`src/rtl/instr_loader_pkg.sv`:
```
// Shared types and sizing helpers for the instruction image loader.
package loader_pkg;

    typedef enum logic [2:0] {
        IDLE = 3'd0,
        LEN  = 3'd1,
        DATA = 3'd2,
        CSUM = 3'd3,
        DONE = 3'd4,
        ERR  = 3'd5
    } loader_state_t;

    localparam int unsigned HDR_BYTES = 4;

    function automatic int unsigned max_words(input int unsigned addr_width);
        return (32'd1 << addr_width) / 32'd4;
    endfunction

endpackage

```
`src/rtl/instr_loader_if.sv`:
```
// Byte-stream input plus instruction-memory write port of the loader.
interface instr_loader_if #(
    parameter int ADDR_WIDTH = 12,
    parameter int DATA_WIDTH = 32
);
    logic                  in_valid;
    logic [7:0]            in_byte;
    logic                  in_ready;
    logic                  wr_en;
    logic [ADDR_WIDTH-1:0] wr_addr;
    logic [DATA_WIDTH-1:0] wr_data;

    modport master (
        input  in_valid, in_byte,
        output in_ready, wr_en, wr_addr, wr_data
    );

    modport slave (
        output in_valid, in_byte,
        input  in_ready, wr_en, wr_addr, wr_data
    );
endinterface

```
`src/rtl/instr_loader_byte_assembler.sv`:
```
// Purpose: packs 4 little-endian bytes into a word; lane chosen by a 2-bit counter.
// Latency: word_nxt/word_valid are combinational in the cycle of the 4th byte.
// Backpressure: none; only advances on xfer, which the parent qualifies.
module byte_assembler (
    input  logic        clk,
    input  logic        rst,
    input  logic        clr,
    input  logic        xfer,
    input  logic [7:0]  in_byte,
    output logic [31:0] word_nxt,
    output logic        word_valid
);
    logic [3:0][7:0] lanes;
    logic [3:0][7:0] lanes_nxt;
    logic [1:0]      byte_cnt;

    always_comb begin
        lanes_nxt           = lanes;
        lanes_nxt[byte_cnt] = in_byte;
    end

    assign word_nxt   = lanes_nxt;
    assign word_valid = xfer && (byte_cnt == 2'd3);

    always_ff @(posedge clk or negedge rst) begin
        if (!rst) begin
            lanes    <= '0;
            byte_cnt <= 2'd0;
        end else if (clr) begin
            lanes    <= '0;
            byte_cnt <= 2'd0;
        end else if (xfer) begin
            lanes    <= lanes_nxt;
            byte_cnt <= byte_cnt + 2'd1;
        end
    end
endmodule

```
`src/rtl/instr_loader.sv`:
```
// Purpose: loads a length/payload/checksum byte frame into instruction memory, holding the CPU until verified.
// Latency: last payload byte -> wr_en next cycle; checksum byte -> load_done/load_err/cpu_hold next cycle.
// Backpressure: in_ready high only in LEN/DATA/CSUM; memory writes never stall the stream.
module instr_loader
    import loader_pkg::*;
#(
    parameter int                    DATA_WIDTH = 32,
    parameter int                    ADDR_WIDTH = 12,
    parameter logic [ADDR_WIDTH-1:0] BASE_ADDR  = '0
) (
    input  logic                  clk,
    input  logic                  rst,
    input  logic                  start,
    instr_loader_if.master        bus,
    output logic                  cpu_hold,
    output logic                  load_done,
    output logic                  load_err
);
    localparam int unsigned MAX_W = max_words(ADDR_WIDTH);

    loader_state_t         state;
    logic [31:0]           n_words;
    logic [31:0]           word_idx;
    logic [ADDR_WIDTH-1:0] next_addr;
    logic [7:0]            sum;

    logic                  xfer;
    logic                  arm;
    logic [DATA_WIDTH-1:0] word_nxt;
    logic                  word_valid;

    assign xfer = bus.in_valid && bus.in_ready;
    assign arm  = start && (state == IDLE || state == DONE || state == ERR);

    // Header and payload share one assembler; its counter wraps to 0 after the header.
    byte_assembler u_asm (
        .clk        (clk),
        .rst        (rst),
        .clr        (arm),
        .xfer       (xfer),
        .in_byte    (bus.in_byte),
        .word_nxt   (word_nxt),
        .word_valid (word_valid)
    );

    always_ff @(posedge clk or negedge rst) begin
        if (!rst) begin
            state        <= IDLE;
            bus.in_ready <= 1'b0;
            bus.wr_en    <= 1'b0;
            bus.wr_addr  <= '0;
            bus.wr_data  <= '0;
            cpu_hold     <= 1'b1;
            load_done    <= 1'b0;
            load_err     <= 1'b0;
            n_words      <= '0;
            word_idx     <= '0;
            next_addr    <= '0;
            sum          <= '0;
        end else begin
            bus.wr_en <= 1'b0;
            unique case (state)
                IDLE, DONE, ERR: begin
                    if (arm) begin
                        state        <= LEN;
                        bus.in_ready <= 1'b1;
                        cpu_hold     <= 1'b1;
                        load_done    <= 1'b0;
                        load_err     <= 1'b0;
                        word_idx     <= '0;
                        next_addr    <= BASE_ADDR;
                        sum          <= '0;
                    end
                end
                LEN: begin
                    if (word_valid) begin
                        n_words <= word_nxt;
                        if (word_nxt > MAX_W) begin
                            state        <= ERR;
                            load_err     <= 1'b1;
                            bus.in_ready <= 1'b0;
                        end else if (word_nxt == 32'd0) begin
                            state <= CSUM;
                        end else begin
                            state <= DATA;
                        end
                    end
                end
                DATA: begin
                    if (xfer) begin
                        sum <= sum + bus.in_byte;
                    end
                    if (word_valid) begin
                        bus.wr_en   <= 1'b1;
                        bus.wr_addr <= next_addr;
                        bus.wr_data <= word_nxt;
                        next_addr   <= next_addr + ADDR_WIDTH'(4);
                        word_idx    <= word_idx + 32'd1;
                        if (word_idx == n_words - 32'd1) begin
                            state <= CSUM;
                        end
                    end
                end
                CSUM: begin
                    if (xfer) begin
                        bus.in_ready <= 1'b0;
                        if (bus.in_byte == sum) begin
                            state     <= DONE;
                            load_done <= 1'b1;
                            cpu_hold  <= 1'b0;
                        end else begin
                            state    <= ERR;
                            load_err <= 1'b1;
                        end
                    end
                end
                default: begin
                    state        <= IDLE;
                    bus.in_ready <= 1'b0;
                end
            endcase
        end
    end
endmodule

```
`src/flat_wrapper.sv`:
```
// flat-port wrapper written by rule: the top's interface ports become plain ports
module instr_loader_flat import loader_pkg::*;
#(
    parameter int                    DATA_WIDTH = 32,
    parameter int                    ADDR_WIDTH = 12,
    parameter logic [ADDR_WIDTH-1:0] BASE_ADDR  = '0
)
  (clk, rst, start, cpu_hold, load_done, load_err, bus_in_valid, bus_in_byte, bus_in_ready, bus_wr_en, bus_wr_addr, bus_wr_data);
  instr_loader_if #(.ADDR_WIDTH(ADDR_WIDTH), .DATA_WIDTH(DATA_WIDTH)) bus_i ();
  input  logic clk;
  input  logic rst;
  input  logic start;
  output logic cpu_hold;
  output logic load_done;
  output logic load_err;
  input wire logic [$bits(bus_i.in_valid)-1:0] bus_in_valid;
  input wire logic [$bits(bus_i.in_byte)-1:0] bus_in_byte;
  output wire logic [$bits(bus_i.in_ready)-1:0] bus_in_ready;
  output wire logic [$bits(bus_i.wr_en)-1:0] bus_wr_en;
  output wire logic [$bits(bus_i.wr_addr)-1:0] bus_wr_addr;
  output wire logic [$bits(bus_i.wr_data)-1:0] bus_wr_data;
  assign bus_i.in_valid = bus_in_valid;
  assign bus_i.in_byte = bus_in_byte;
  assign bus_in_ready = bus_i.in_ready;
  assign bus_wr_en = bus_i.wr_en;
  assign bus_wr_addr = bus_i.wr_addr;
  assign bus_wr_data = bus_i.wr_data;
  instr_loader #(.DATA_WIDTH(DATA_WIDTH), .ADDR_WIDTH(ADDR_WIDTH), .BASE_ADDR(BASE_ADDR)) u_core (.clk(clk), .rst(rst), .start(start), .bus(bus_i), .cpu_hold(cpu_hold), .load_done(load_done), .load_err(load_err));
endmodule
```
`config.mk`:
```
export PLATFORM = sky130hd
export DESIGN_NAME = instr_loader_flat
export DESIGN_NICKNAME = d
export VERILOG_FILES = /design/src/rtl/instr_loader_pkg.sv /design/src/rtl/instr_loader_if.sv /design/src/rtl/instr_loader_byte_assembler.sv /design/src/rtl/instr_loader.sv /design/src/flat_wrapper.sv
export SDC_FILE = /design/constraint.sdc
export NUM_CORES = 1
export LEC_CHECK = 0
export BUFFER_PORTS_ARGS = -buffer_cell sky130_fd_sc_hd__buf_2
export CAP_MARGIN = 20
export CELL_PAD_IN_SITES_DETAIL_PLACEMENT = 1
export CELL_PAD_IN_SITES_GLOBAL_PLACEMENT = 1
export CORE_MARGIN = 2
export CORE_UTILIZATION = 40
export DETAILED_ROUTE_END_ITERATION = 6
export PLACE_DENSITY_LB_ADDON = 0.1
export SYNTH_ARGS = -nofsm -noshare
export SYNTH_HDL_FRONTEND = slang
export SYNTH_SLANG_ARGS = --single-unit
```
`constraint.sdc`:
```
create_clock -name clk -period 2.85 [get_ports clk]
set_input_delay 0.4275 -clock clk [delete_from_list [all_inputs] [get_ports clk]]
set_output_delay 0.4275 -clock clk [all_outputs]
set_load 0.03 [all_outputs]
```
==> results of run 1 <==
-- cell type report --
| type | count | share of cell area, % |
|---|---|---|
| clock buffers | 18 | 4.25 |
| inverters | 15 | 0.557 |
| flip-flops and latches | 166 | 41.1 |
| clock inverters | 14 | 1.29 |
| multi-input cells | 717 | 42.3 |
| repair buffers | 108 | 7.05 |
| well taps | 275 | 3.41 |
-- worst paths after layout --
check,end,slack (ps),cells past startpoint
worst max-delay path,u_core.state[0],140,8
worst min-delay path,u_core.u_asm.lanes[25],300,3
worst max register to register,u_core.state[0],140,8
worst min register to register,u_core.cpu_hold,470,2
max in group asynchronous,u_core.cpu_hold,1500,3
min in group asynchronous,u_core.bus.wr_addr[5],520,2
-- report_power, final --
group | switching (mW) | internal, mW
logic | 3.06 | 2.38
clock network | 1.10 | 1.16
registers | 0.427 | 2.80
total | 4.59 | 6.34
-- synth_stat cells (2+ instances only) --
cell type / n / area, um^2
nand2_1: 192 / 721
dfrtp_1: 165 / 4130
o21ai_0: 92 / 460
nor2_1: 59 / 221
clkbuf_1: 47 / 176
mux2i_1: 42 / 420
nand3_1: 41 / 205
a21oi_1: 36 / 180
xnor2_1: 34 / 298
xor2_1: 25 / 219
nand4_1: 20 / 125
nor4_1: 19 / 119
and3_1: 14 / 87.6
ha_1: 14 / 175
inv_1: 14 / 52.6
nor3_1: 14 / 70.1
o31ai_1: 14 / 105
o211ai_1: 12 / 90.1
a31oi_1: 8 / 50.1
nand3b_1: 7 / 52.6
or3_1: 7 / 43.8
a21o_1: 6 / 45.0
nor2b_1: 5 / 31.3
nor3b_1: 5 / 37.5
a211oi_1: 4 / 30.0
buf_1: 4 / 15.0
or4_1: 4 / 30.0
and2_1: 3 / 18.8
nor4_2: 3 / 37.5
a211o_1: 2 / 17.5
buf_4: 2 / 15.0
nand4b_1: 2 / 17.5
nor4b_1: 2 / 17.5
o2111ai_1: 2 / 17.5
o41ai_1: 2 / 17.5
-- tightest hold or removal path: stages --
cell,delay [ps]
buf_2,140
nand2_1,70
a21oi_1,50
-- placed cells by master, fill, tap and decap left out, drive strengths merged, types with 6 or more instances in the layout --
cell,instances
o31ai,14
a21o,6
and3,14
clkbuf,18
a21oi,36
xnor2,35
buf,107
nor3,16
inv,25
mux2i,42
ha,14
nand3,41
dfrtp,165
a31oi,8
xor2,25
nand2,193
or3,7
nor4,22
o211ai,12
o21ai,93
nor2,59
nand3b,7
nand4,20
-- kinds of logic (layout without fill, tap and decap cells) --
| group | Yosys count | after routing | share of synthesized area (%) |
|---|---|---|---|
| simple gates | 409 | 409 | 22.6 |
| compound gates | 189 | 189 | 12.9 |
| flops | 166 | 166 | 48.1 |
| buf+inv | 68 | 155 | 3.04 |
| xor+xnor | 60 | 60 | 6.17 |
| mux | 42 | 42 | 4.87 |
| fa+ha+maj | 15 | 15 | 2.26 |
| other cells | 1 | 2 | 0.0434 |
-- timing repair --
action,4_1_cts,5_1_grt
endpoints found under the hold margin,52,0
gates resized for setup,0,10
endpoints found under the setup margin,0,1
hold buffers,1,0
setup buffers,0,1
-- flip-flops by register name (all words and copies together) (netlist names) --
name,count
u_core.sum,8
u_core.load_err,1
u_core.state,3
u_core.u_asm.byte_cnt,2
u_core.bus.wr_data,32
u_core.cpu_hold,1
u_core.u_asm.lanes,32
u_core.word_idx,32
u_core.next_addr,10
u_core.n_words,32
u_core.bus.in_ready,1
u_core.load_done,1
u_core.bus.wr_en,1
u_core.bus.wr_addr,10
-- per-stage QoR --
step                      std cells  utilization (%)  area [um^2]  setup WS, ps  hold slack, ps
after floorplan                 951                -         8640           305             132
after global placement         1279             44.9         9480           100             434
after detailed placement       1279             44.9         9480          38.8             432
after CTS                      1312             47.6        10000          25.3             290
after global routing           1313             47.9        10100          4.57             303
final                          1313             47.9        10100           144             302
-- per-layer routing --
metal / up-vias / GRT usage (%) / share of wire [%]
li1: 3480 / - / -
met1: 3581 / 32.9 / 49
met2: 106 / 37.7 / 47
met3: 18 / 4.16 / 3.1
met4: 0 / 4.91 / 0.82
met5: - / 0 / 0
==> flow_summary.ini, run 1 <==
[die]
placementRows = 53
initial_core_util_pct = 40.9
dieWidth_um = 151
coreArea_mm2 = 0.0211
die_h_um = 151
design.die.area_mm2 = 0.0228
io_pins = 61

[drt]
avgViaCountPerCell = 5.47
vias = 7185
drcViolationCount = 0
wl_per_cell_um = 19.2
dr.pass1.iters = 4
dr.first_iter.drc_count = 356
wirelength_um = 25200
ant_nets = 0

[logic_synthesis]
synth_ff_type = dfrtp_1
syn-cell-area_mm2 = 0.00863
syn-instance-count = 950
yosysWarnings = 0
synth.avg_cell_area_um2 = 9.09
synth_cell_types = 63
synthArstFlopShare_pct = 100
synth-edff-count = 0
ys_seq_area_share_pct = 48.1
ys_seq_elements = 166

[final_layout]
syn2layout_area_growth_pct = 17.0
fill_cells = 2455
multi_input_area_mm2 = 0.00427
nets = 1052
regArea_mm2 = 0.00416
layout-drive-gt1-share_pct = 15.8
diodes = 0

[power]
worst_ir_drop_vdd_mv = 0.563
p_per_area_mw_per_mm2 = 1080
p_leak_nw = 4.90
totalPowerFinal_mw = 10.9

[status]
status = completed

[critical_path]
crit_arrival_ps = 3070
crit_type = flop to flop
worstSetupStartpoint = u_core.n_words[1]
cpPeakStageDelay_ps = 610
rr_startpoint = u_core.n_words[1]
slowest_stage = or4_4
critPathTopFamily = simple AND/OR/NAND/NOR gates
path_buf_inv = 0
cp_data_required_time_ps = 3210
start_kind = flop
path_cells = or4_4, nor3_4, nand2_2, or4b_4, xnor2_2, o2111ai_1, a2111o_1, o21ai_2
crit_fanout = 5
crit_path_end_kind = flop

[sta]
finalSetupViolations = 0
fmax_mhz = 370
post-route-min-period_ps = 2710
finalClockSkew_ps = 16.5
slew_viol_final = 0
slew_headroom_pct = 59.8
hold_violations = 0
setup_tns_ps = 0
rsz0062_at_grt = no
tightest_slew_ps = 597
fin_crit_sh_pct = 94.9

[grt]
antenna_found_initial = 0
first_global_vias = 7348
overflow = 0
grt_pass1_wl_um = 40700
grt_max_degree = 57
grt_usage_pct = 23.3

[min_path]
hold_path_class = input pin to flop
hp-start = bus_in_byte[1]

[clocking]
cts_max_path_buffers = 2
cts.sinks = 166
cts_tree = built
htree_levels = 4
clkTransAtPathRegs_ps = 70
clock_latency_ps = 440
cts-buffers-inserted = 17
clk_root_buffer_cell = clkbuf_16

[job]
cap_violations = 0

[placement]
routabilityCongestion = 0.892
dp_hpwl_um = 18000
port_buffers = 58
Power figures use the tool's default switching activity.
==> run 2: changes to the inputs <==
--- a/config.mk
+++ b/config.mk
@@ -5,6 +5,7 @@
 export SDC_FILE = /design/constraint.sdc
 export NUM_CORES = 1
 export LEC_CHECK = 0
+export ABC_AREA = 1
 export BUFFER_PORTS_ARGS = -buffer_cell sky130_fd_sc_hd__buf_2
 export CAP_MARGIN = 20
 export CELL_PAD_IN_SITES_DETAIL_PLACEMENT = 1
==> flow_summary.ini, run 2 <==
[logic_synthesis]
synth.avg_cell_area_um2 = 7.46
synth_commonest_cells = nand2_1 (327), dfrtp_1 (165), o21ai_0 (160), nor2_1 (134), inv_1 (126)
synth_most_common_cell = nand2_1
yosysWarnings = 0
synthArstFlopShare_pct = 100
ys_seq_elements = 166
synth_ff_type = dfrtp_1
ys_seq_area_share_pct = 45.5
synth_cell_types = 46
syn-instance-count = 1225
synthTopCellsByArea = dfrtp_1 (45%), nand2_1 (13%), o21ai_0 (8.8%), nor2_1 (5.5%), inv_1 (5.2%)
synth.largest_area_cell = dfrtp_1
syn-cell-area_mm2 = 0.00913
post-synth-top-area-fraction_pct = 45.2
synth-edff-count = 0

[die]
die_h_um = 155
io_pins = 61
design.die.area_mm2 = 0.0241
placementRows = 55
dieWidth_um = 155
coreArea_mm2 = 0.0225
initial_core_util_pct = 40.6

[drt]
wirelength_um = 29600
dr.pass1.iters = 5
ant_nets = 0
dr.first_iter.drc_count = 458
wl_per_cell_um = 18.6
vias = 8387
avgViaCountPerCell = 5.27
drcViolationCount = 0

[clocking]
cts.sinks = 166
cts_tree = built
cts-buffers-inserted = 17
clk_root_buffer_cell = clkbuf_16
clkTransAtPathRegs_ps = 80
htree_levels = 4
post_cts_buffers = 0
cts_max_path_buffers = 2
clock_latency_ps = 440

[grt]
grt_max_degree = 61
use_met1_pct = 36.0
overflow = 0
grt_usage_pct = 25.7
gr-max-usage-layer = met2
grt_util_met3_pct = 3.40
grtUsageMet2_pct = 42.4
first_global_vias = 8769
antenna_found_initial = 0
grt_pass1_wl_um = 48100

[sta]
hold_violations = 0
finalSetupViolations = 0
finalClockSkew_ps = 14.7
rsz0062_at_grt = no
slew_viol_final = 0
hold_slack_ps = 359
tightest_slew_ps = 755
post-route-min-period_ps = 2660
slew_headroom_pct = 49.6
fin_crit_sh_pct = 93.2
setup_tns_ps = 0
fmax_mhz = 377

[placement]
routabilityCongestion = 0.870
dp_hpwl_um = 21900
port_buffers = 58
place_area_mm2 = 0.00986

[critical_path]
cp_data_required_time_ps = 3140
start_kind = flop
r2r_slack_ps = 190
timing.rr.end = u_core.load_err
r2r_cells = 11
crit_path_end_kind = flop
crit_type = flop to flop
crit_fanout = 16
crit_arrival_ps = 2940
rr_startpoint = u_core.u_asm.byte_cnt[0]

[final_layout]
final_area_mm2 = 0.0105
layout_common_cells = nand2_1 (326), dfrtp_1 (165), o21ai_0 (159), nor2_1 (134), inv_1 (126)
regArea_mm2 = 0.00416
syn2layout_area_growth_pct = 14.9
final_common_cell = nand2_1
nets = 1320
layout-drive-gt1-share_pct = 11.9
multi_input_area_mm2 = 0.00430
fill_cells = 2827
fin_util_pct = 46.7
diodes = 0

[power]
p_per_area_mw_per_mm2 = 857
totalPowerFinal_mw = 9.00
worst_ir_drop_vdd_mv = 0.372
p_leak_nw = 5.26

[min_path]
hold_path_class = input pin to flop
holdPathStages = 3
hp-start = bus_in_byte[0]
hold_end = u_core.u_asm.lanes[24]

[status]
status = completed

[job]
cap_violations = 0
## run 2: cell count changes in the layout (fill, tap and decap cells not counted), sizes merged, moves of 7 or more
cell and delta:
or3 -7, o211ai -12, a21oi +14, o21ai +70, and3 -13, mux2i -40
o31ai -13, nor2 +86, nand2 +140, buf -18, nor4 -13, inv +114
xnor2 -25, nand3 +13
## run 2: logic make-up after synthesis
logic type,count (synthesis),synth area share (%)
AOI/OAI and AO/OA,238,13.7
xor gates and xnor gates,30,2.88
adders and majority gates,15,2.14
buffers and inverters,174,7.55
DFF,166,45.5
muxes,2,0.219
other,1,0.0411
and+or+nand+nor,599,28.0
## run 2: power by group
group	switching, mW	internal [mW]
logic	2.44	1.04
registers	0.363	2.70
clock network	1.17	1.28
## run 2: how the worst max path moves through the flow
stage                                   startpoint              end  cells after the start
after floorplan           u_core.u_asm.byte_cnt[0]  u_core.state[0]                     13
after global placement    u_core.u_asm.byte_cnt[0]  u_core.state[0]                     12
after detailed placement  u_core.u_asm.byte_cnt[0]  u_core.load_err                     10
after CTS                 u_core.u_asm.byte_cnt[0]  u_core.load_err                     10
after global routing      u_core.u_asm.byte_cnt[0]  u_core.load_err                     10
final                     u_core.u_asm.byte_cnt[0]  u_core.load_err                     11
## run 2: metrics by stage
step,setup WS [ps],cells
final,195,1591
after global routing,16.8,1591
after CTS,142,1591
after detailed placement,215,1558
after global placement,325,1558
after floorplan,874,1226
## run 2: what timing repair did
| item | 4_1_cts | 5_1_grt |
|---|---|---|
| hold buffers | 1 | 0 |
| endpoints found under the setup margin | 0 | 4 |
| gates resized for setup | 0 | 3 |
| endpoints found under the hold margin | 33 | 0 |
## run 2: layer usage
layer  up-vias  routed length (um)  part of all wire, %
li1       4108                   -                    -
met3        25                 819                  2.8
met5         -                   0                    0
met1      4148               14200                   48
met4         0                 397                  1.3
met2       106               14200                   48
## run 2: critical path, cell delays in order (launching register included)
cell and delay [ps]:
dfrtp_1 420, inv_1 130, ha_1 500, nand2_1 110, o21ai_1 260, nand4_1 140
nor2_1 230, nand3_1 100, o21ai_1 250, nand3_1 160, a21oi_1 160, nor2_1 60
## run 2: cell type report
class	count	area share [%]
clock buffers	17	4.05
clock inverters	15	1.91
inverters	132	4.72
multi-input cells	886	41.0
flip-flops and latches	166	39.6
well taps	285	3.40
repair buffers	90	5.38
==> run 3: changes to the inputs <==
--- a/config.mk
+++ b/config.mk
@@ -8,7 +8,7 @@
 export ABC_AREA = 1
 export BUFFER_PORTS_ARGS = -buffer_cell sky130_fd_sc_hd__buf_2
 export CAP_MARGIN = 20
-export CELL_PAD_IN_SITES_DETAIL_PLACEMENT = 1
+export CELL_PAD_IN_SITES_DETAIL_PLACEMENT = 0
 export CELL_PAD_IN_SITES_GLOBAL_PLACEMENT = 1
 export CORE_MARGIN = 2
 export CORE_UTILIZATION = 40
@@ -16,4 +16,5 @@
 export PLACE_DENSITY_LB_ADDON = 0.1
 export SYNTH_ARGS = -nofsm -noshare
 export SYNTH_HDL_FRONTEND = slang
+export SYNTH_HIERARCHICAL = 1
 export SYNTH_SLANG_ARGS = --single-unit
==> flow_summary.ini, run 3 <==
[logic_synthesis]
syn-instance-count = 1251
synth.largest_area_cell = dfrtp_1
yosysWarnings = 6
synth_cell_types = 45
synth_ff_type = dfrtp_1
synth-edff-count = 0
synthTopCellsByArea = dfrtp_1 (45%), nand2_1 (18%), o21ai_0 (5.4%), inv_1 (5.3%), nor2_1 (5.1%)
synthArstFlopShare_pct = 100
synth.avg_cell_area_um2 = 7.35
synth_most_common_cell = nand2_1
syn-cell-area_mm2 = 0.00920
synth_commonest_cells = nand2_1 (448), dfrtp_1 (165), inv_1 (129), nor2_1 (125), o21ai_0 (99)
ys_seq_elements = 166
ys_seq_area_share_pct = 45.2
post-synth-top-area-fraction_pct = 44.9

[sta]
finalClockSkew_ps = 16.8
setup_tns_ps = 0
fmax_mhz = 400
slew_headroom_pct = 60.5
finalSetupViolations = 0
rsz0062_at_grt = no
slew_viol_final = 0
tightest_slew_ps = 592
post-route-min-period_ps = 2500
fin_crit_sh_pct = 87.7
hold_violations = 0
hold_slack_ps = 324

[clocking]
clkTransAtPathRegs_ps = 70
clk_root_buffer_cell = clkbuf_16
cts_max_path_buffers = 2
cts-buffers-inserted = 17
cts_tree = built
cts.sinks = 166
htree_levels = 4
clock_latency_ps = 430

[placement]
dp_hpwl_um = 20000
port_buffers = 58
routabilityCongestion = 0.826

[final_layout]
fill_cells = 2345
syn2layout_area_growth_pct = 13.7
nets = 1337
fin_util_pct = 46.2
layout_common_cells = nand2_1 (448), dfrtp_1 (165), inv_1 (129), nor2_1 (124), o21ai_0 (99)
diodes = 0
layout-drive-gt1-share_pct = 10.4
final_common_cell = nand2_1

[critical_path]
crit_type = flop to flop
crit_path_end_kind = flop
critPathMostFrequentCell = nand2_1
crit_fanout = 8
slowest_stage = dfrtp_1
cp_data_required_time_ps = 3160
crit_arrival_ps = 2810
r2r_slack_ps = 350
cpPeakStageDelay_ps = 400
start_kind = flop
rr_startpoint = u_core/u_asm/byte_cnt[0]
worstSetupStartpoint = u_core/u_asm/byte_cnt[0]
timing.rr.end = u_core/state[0]
path_cells = inv_1, ha_1, inv_1, nand2_1, nand2_1, inv_1, nand4_1, nor2_2, nand2_1, nor3_1, nor2b_1, or2_2, nand4_1, nand3_1, nand2_1
r2r_cells = 15

[grt]
grt_pass1_wl_um = 42400
grt_max_degree = 65
grt_usage_pct = 22.8
first_global_vias = 7562
antenna_found_initial = 0
overflow = 0

[drt]
dr.first_iter.drc_count = 470
vias = 8015
avgViaCountPerCell = 4.98
dr.pass1.iters = 7
drcViolationCount = 0
wirelength_um = 26400
ant_nets = 0
wl_per_cell_um = 16.4

[die]
io_pins = 61
initial_core_util_pct = 40.6
die_h_um = 156
design.die.area_mm2 = 0.0242
placementRows = 55
dieWidth_um = 156
coreArea_mm2 = 0.0226

[status]
status = completed

[min_path]
hold_path_class = input pin to flop
hold_end = u_core/state[1]
holdPathStages = 3
hp-start = start

[power]
p_leak_nw = 5.43
worst_ir_drop_vdd_mv = 0.401
p_per_area_mw_per_mm2 = 904

[job]
cap_violations = 0
[run 3: metal layers]
layer  vias to the layer above  wire [um]  global-route usage, %  part of all wire (%)
met5                         -          0                      0                     0
met2                       131      12300                   36.5                    46
li1                       4088          -                      -                     -
met1                      3779      13300                   33.1                    50
met3                        17        697                   3.42                   2.6
met4                         0        199                   4.63                  0.75
[run 3: cell type report]
type	instances	area (um^2)	area share, %
timing repair buffer	76	472	4.51
multi-input combinational	916	4390	41.9
clock inverter	12	130	1.24
inverter	133	502	4.80
sequential	166	4160	39.7
tap	285	357	3.41
clock buffer	20	457	4.37
[run 3: cell families after synthesis]
family | Yosys count | share of synthesized area (%)
xor+xnor | 46 | 4.38
other cells | 1 | 0.0408
buf+inv | 170 | 7.30
flops | 166 | 45.2
compound gates | 160 | 9.34
simple gates | 693 | 31.6
fa+ha+maj | 15 | 2.12
[run 3: metrics by stage]
step | setup slack [ps] | cell area [um^2] | total power, mW | cells
detailed placement | 291 | 9850 | 7.15 | 1575
floorplan | 825 | 9200 | 5.90 | 1252
finish | 351 | 10500 | 9.45 | 1608
global route | 56.5 | 10500 | 10.3 | 1608
global placement | 329 | 9850 | 7.11 | 1575
CTS | 234 | 10400 | 9.51 | 1608
[run 3: worst max-delay path by stage]
stage	endpoint	slack (ps)	cells after the start
2_1_floorplan	u_core/word_idx[17]	830	15
6_report	u_core/state[0]	350	15
3_5_place_dp	u_core/state[1]	290	12
5_1_grt	u_core/next_addr[11]	60	14
3_3_place_gp	u_core/state[0]	330	15
4_1_cts	u_core/state[1]	230	12
[run 3: timing repair]
| action | CTS | global route |
|---|---|---|
| setup buffers | 0 | 0 |
| endpoints found under the setup margin | 0 | 1 |
| resized for setup | 0 | 3 |
| endpoints found under the hold margin | 49 | 0 |
| hold buffers | 1 | 0 |
[run 3: worst max-delay path: cells and delay by family, from the launching register on]
kind / cells / cell delay, ps
adder cells (fa/ha/maj): 1 / 230
buffers and inverters: 3 / 420
flip-flops: 1 / 400
AND/OR/NAND/NOR: 11 / 1330
[run 3: power by group]
group / total (mW) / internal (mW) / switching, mW
registers: 2.88 / 2.65 / 0.234
clock network: 2.32 / 1.28 / 1.03
logic: 4.25 / 1.38 / 2.87
